<file path="src/rtl/encoder32x5_rr.sv">
// Registered 32-to-5 arbitrating encoder with a valid/ready output stage.
// Define RR_FAIRNESS_EN for a round-robin pointer; otherwise the lowest index wins.
module encoder32x5_rr #(
  parameter int IDX_W = 5
) (
  input  logic                  clk,
  input  logic                  rst_n,
  input  logic [2**IDX_W-1:0]   req,
  input  logic                  enable,
  output logic                  out_valid,
  output logic [IDX_W-1:0]      out_idx,
  input  logic                  out_ready,
  output logic [2**IDX_W-1:0]   out_onehot,
  output logic                  none_pending
);

  localparam int NREQ = 2**IDX_W;

  logic              accept;
  logic [NREQ-1:0]   accept_mask;
  logic [NREQ-1:0]   eff_req;
  logic              load;
  logic [IDX_W-1:0]  ptr;
  logic [IDX_W-1:0]  idx;
  logic [IDX_W-1:0]  cand;

  assign accept       = out_valid & out_ready;
  assign accept_mask  = accept ? out_onehot : '0;
  assign eff_req      = req & ~accept_mask;
  assign none_pending = ~|eff_req;
  assign load         = enable & (|eff_req) & (~out_valid | out_ready);

  // Walk candidates from farthest to nearest so the nearest set bit after ptr wins;
  // the IDX_W-bit add gives the modular wrap for free.
  always_comb begin
    idx  = '0;
    cand = '0;
    for (int unsigned j = NREQ; j > 0; j--) begin
      cand = ptr + IDX_W'(j - 1);
      if (eff_req[cand]) idx = cand;
    end
  end

`ifdef RR_FAIRNESS_EN
  always_ff @(posedge clk or negedge rst_n) begin
    if (!rst_n) begin
      ptr <= '0;
    end else if (load) begin
      ptr <= idx + IDX_W'(1);
    end
  end
`else
  assign ptr = '0;
`endif

  always_ff @(posedge clk or negedge rst_n) begin
    if (!rst_n) begin
      out_valid  <= 1'b0;
      out_idx    <= '0;
      out_onehot <= '0;
    end else if (load) begin
      out_valid  <= 1'b1;
      out_idx    <= idx;
      out_onehot <= {{(NREQ-1){1'b0}}, 1'b1} << idx;
    end else if (accept) begin
      out_valid  <= 1'b0;
      out_onehot <= '0;
    end
  end

endmodule

</file>
<file path="config.mk">
export PLATFORM = sky130hd
export DESIGN_NAME = encoder32x5_rr
export DESIGN_NICKNAME = d
export VERILOG_FILES = /design/src/rtl/encoder32x5_rr.sv
export SDC_FILE = /design/constraint.sdc
export NUM_CORES = 1
export LEC_CHECK = 0
export CAP_MARGIN = 20
export CORE_MARGIN = 2
export CORE_UTILIZATION = 47
export DETAILED_ROUTE_END_ITERATION = 8
export DONT_BUFFER_PORTS = 1
export PLACE_DENSITY_LB_ADDON = 0.12
export RECOVER_POWER = 25
export SLEW_MARGIN = 25
export SYNTH_ARGS = -nofsm -noshare
export SYNTH_HDL_FRONTEND = slang
export SYNTH_SLANG_ARGS = --single-unit
</file>
<file path="constraint.sdc">
create_clock -name clk -period 2.05 [get_ports clk]
set_input_delay 0.1025 -clock clk [delete_from_list [all_inputs] [get_ports clk]]
set_output_delay 0.1025 -clock clk [all_outputs]
set_load 0.02 [all_outputs]
</file>
# ---- Word-level counts from Yosys, hierarchy flattened
# Index checks and enable logic that the tools add are counted.
dict set report word_totals {
  output_inout_bits 39
  input_bits 36
  ff_bits 38
}
dict set report classes {
  shifts 1
  mux 37
  bitwise 7
  n_reduce_logical 3
}
# operator n
set op_table {}
lappend op_table {{two-way mux 5 bit} 32}
lappend op_table {{two-way mux 32 bit} 3}
lappend op_table {{bitwise AND 32 bit} 1}
lappend op_table {{NOT 32 bit} 1}
lappend op_table {{OR reduction 32 bit} 1}
lappend op_table {{left shift 1 x 5 -> 32 bit, first input constant} 1}
lappend op_table {{bitwise AND 1 bit} 3}
lappend op_table {{two-way mux 1 bit} 2}
lappend op_table {{nonzero test 2 bit} 1}
lappend op_table {{zero test 1 bit} 1}
lappend op_table {{NOT 1 bit} 1}
lappend op_table {{OR 1 bit} 1}

# ---- Longest topological paths before layout
dict set report logic_depth {
  depth_word 38
  ltp_mapped 11
}

# ---- Worst setup path before layout
# No wires, ideal clock.
dict set report synth_path {
  path_type {flip-flop to flip-flop}
  from {reg out_valid}
  to {reg out_idx[3]}
  period_less_slack_ps 2339
  stages_incl_launch_ff 9
  path_slack_ps -289
  n_path_buf 2
  required_time_ps 1922
  arrival_time_ps 2212
  path_cell_list {dfrtp_1 buf_4 nand2_2 a221oi_4 nand4_4 o41ai_2 nor2b_1 clkbuf_1 mux2_1}
}
dict set report synth_via {
  elab_chain_cells 36
}
# element line
set synth_rtl {}
lappend synth_rtl {{start: declaration} 10} ;# output logic out_valid,
lappend synth_rtl {{start signal: assignment} 58} ;# out_valid <= 1'b0;
lappend synth_rtl {{start signal: assignment} 62} ;# out_valid <= 1'b1;
lappend synth_rtl {{start signal: assignment} 66} ;# out_valid <= 1'b0;
lappend synth_rtl {{bitwise AND 1 bit} 27} ;# assign accept = out_valid & out_ready;
lappend synth_rtl {{two-way mux 32 bit} 28} ;# assign accept_mask = accept ? out_onehot : '0;
lappend synth_rtl {{NOT 32 bit} 29} ;# assign eff_req = req & ~accept_mask;
lappend synth_rtl {{bitwise AND 32 bit} 29}
lappend synth_rtl {{two-way mux 5 bit (32 in series)} 40} ;# if (eff_req[cand]) idx = cand;
lappend synth_rtl {{end signal: assignment} 63} ;# out_idx <= idx;
lappend synth_rtl {{end: declaration} 11} ;# output logic [IDX_W-1:0] out_idx,
# Parallel ways exist; a longest one is shown, timed or not.
# A chain may end at the register's enable or synchronous reset.

# ---- Final worst setup path
dict set report layout_path {
  from {reg out_valid}
  to {reg out_onehot[14]}
}
dict set report layout_via {
  elab_chain_cells 38
}
# element line
set layout_rtl {}
lappend layout_rtl {{bitwise AND 1 bit} 27}
lappend layout_rtl {{two-way mux 32 bit} 28}
lappend layout_rtl {{NOT 32 bit} 29}
lappend layout_rtl {{bitwise AND 32 bit} 29}
lappend layout_rtl {{two-way mux 5 bit (32 in series)} 40}
lappend layout_rtl {{left shift 1 x 5 -> 32 bit} 64} ;# out_onehot <= {{(NREQ-1){1'b0}}, 1'b1} << idx;
lappend layout_rtl {{two-way mux 32 bit} 61} ;# end else if (load) begin
lappend layout_rtl {{end signal: assignment} 64}
lappend layout_rtl {{end: declaration} 13} ;# output logic [2**IDX_W-1:0] out_onehot,
# Parallel ways exist; a longest one is shown, timed or not.

==> summary.md <==
| Metric | Value |
|---|---|
| Pleak | 0.001894 uW |
| Routed WL per cell | 22.75 um |
| CTS H-tree lvls | 2 |
| Post-synth EDFFs | 0 |
| Worst VDD drop | 0.0003395 V |
| Placed cell area | 3428 um^2 |
| Period utilization | 1.181 |
| Syn_nets | 312 |
| Clock Root Buffer | clkbuf_8 |
| Most frequent cells in the layout | 103 x buf_4, 37 x dfrtp_1, 25 x inv_1 |
| Violation count after the first detailed-route iteration | 347 |
| R2R depth | 10 |
| Final ANT Viol Nets | 0 |
| Hold path depth | 2 |
| Drt total wl | 10.53 mm |
| Status | finished with violations |
| PortBufs | 0 |
| Critical path fanouts, max | 8 |
| Final instance area | 4134 um^2 |
| Initial DRT Pass Iterations | 5 |
| Worst-path clk slew | 80 ps |
| Dpl ws | -417.5 ps |
| All-Layer GR Usage | 0.3222 |
| Nets | 426 |
| Hold Vio Cnt, Final | 0 |
| Slew margin rel. | 0.3562 |
| Worst path arrival time | 2660 ps |
| Number of CTS-inserted buffers | 5 |
| Ys flop type | dfrtp_1 |
| Grt ovf | 0 |
| Total of max-cap violations | 0 |
| Setup Skew | 7.131 ps |
| Pin count of the biggest net entering global routing | 39 |
| Violated checks | setup timing |
| Diodes inserted | 0 |
| Post-synthesis register bit count | 38 |
| Core region area | 5473 um^2 |
| PnR worst setup slack | -370.9 ps |
| Critical Path End Type | flop |
| Ports | 75 |
| RSZ-0062 raised after global routing | true |
| Final setup fails | 39 |
| Worst-Margin Slew | 965.7 ps |
| Mapped Area | 2640 um^2 |
| Seq. cell area | 952.2 um^2 |
| Final Max Slew Viols | 0 |
| Minimum clock period | 2421 ps |
| Effective utilization at floorplan | 0.4824 |
| Vias in the first global route | 2935 |
| WS Path Type | reg -> reg |
| Setup total negative slack | -11410 ps |
| Die Y | 78.95 um |
| Total number of vias | 3078 |
| YS warnings | 0 |
| Die area | 6232 um^2 |
| Syn_area_per_cell | 9.565 um^2 |
| Fmax | 413.1 MHz |
| Clock Latency Late Sink | 300 ps |
| Setup crit start kind | flop |
| Drt via density | 6.648 |
| Sequential area share after synthesis | 0.3602 |
| DRC | 0 |
| Multi-input gate area | 1872 um^2 |
| Initial antenna violation count | 0 |
| Max clock buf depth | 2 |
| DP HPWL | 6.856 mm |
| Placer Congestion | 0.9263 |
| Synth cell types | 62 |
| CTS tree | done |
| Share of cells above drive strength 1 | 0.4962 |
| Syn Inst Count | 276 |
| Commonest non-fill, non-tap cell in the layout | buf_4 |
| Total Power | 1884 uW |
| Worst path required time | 2290 ps |
| P per Cell Area | 455.7 nW/um^2 |
| Async SR Flop Fraction | 1.000 |
| Area Overhead vs Synth | 56.59% |
| HP Class | in -> reg |
| Filler cell count | 384 |
| First-pass GRT wire length | 15.26 mm |
| Clk sinks | 38 |
| Final hold slack | 105.3 ps |
| Site Rows | 27 |
| Die width | 78.95 um |
## sequential cells by signal, summed over array words and instances, names as in the netlist
signal,count
out_onehot,32
out_valid,1
out_idx,5
## repair_timing
| action | in CTS | in global routing |
|---|---|---|
| cloned | 1 | 2 |
| hold buffers | 3 | 0 |
| resized for setup | 43 | 29 |
| pin swaps | 24 | 29 |
| endpoints found under the setup margin | 39 | 39 |
| hold endpoints to repair | 40 | 0 |
| setup buffers | 13 | 12 |
## final cells by class
| cell class | instances | share of cell area |
|---|---|---|
| Clock buffer | 6 | 0.01998 |
| Clock inverter | 2 | 0.003027 |
| Inverter | 26 | 0.02361 |
| Multi-Input combinational cell | 198 | 0.4528 |
| Sequential cell | 38 | 0.2303 |
| Tap cell | 72 | 0.02179 |
| Timing Repair Buffer | 121 | 0.2485 |
## cell families (layout without fill, tap and decap cells)
kind of cell	count (synthesis)	in the layout	share of synthesized area
compound gates	101	101	0.3611
buf+inv	40	155	0.07251
flops	38	38	0.3602
mux	3	3	0.01232
simple gates	94	94	0.1938
## critical path: stages, from the launching register on
cell	delay (ps)
dfrtp_2	410
and2_4	250
buf_4	150
buf_4	110
a221o_1	150
o211ai_1	100
a221o_1	330
o21ai_2	210
buf_6	150
nor2b_4	290
a32o_1	210
## metal layers
| metal | track usage | wire length [um] | up-vias |
|---|---|---|---|
| met3 | 0.08636 | 971 | 48 |
| met4 | 0.1414 | 404 | 0 |
| met2 | 0.5205 | 5007 | 211 |
| li1 | - | - | 1325 |
| met5 | 0 | 0 | - |
| met1 | 0.4065 | 4150 | 1494 |
## path summary, 6_finish.rpt
kind                                     start        endpoint  slack, ps
worst max-delay path                 out_valid  out_onehot[14]       -370
worst min-delay path                 out_ready       out_valid        110
worst max register to register       out_valid  out_onehot[14]       -370
worst min register to register  out_onehot[16]  out_onehot[16]        550
max in group asynchronous                rst_n       out_valid        880
min in group asynchronous                rst_n  out_onehot[11]        530
## synthesized netlist by cell type (all sizes together) (7+ instances only)
cell type	n	share of area
o221a	11	0.047
nand2b	14	0.033
o31ai	7	0.024
o21ai	7	0.013
a221oi	9	0.043
a32o	22	0.083
nand2	23	0.034
nand3	15	0.028
buf	13	0.034
nor2	16	0.024
dfrtp	38	0.36
inv	26	0.037
## where the power goes
group	internal [uW]	switching [uW]
Sequential	766	24.5
Combinational	255	284
Clock	270	284
Total	1290	592
## through the flow
step / util / instances
2_1_floorplan: - / 276
3_3_place_gp: 0.6264 / 431
3_5_place_dp: 0.6264 / 431
4_1_cts: 0.7092 / 453
5_1_grt: 0.7554 / 463
6_report: 0.7554 / 463
No activity file was read; power rests on OpenSTA's default activity.
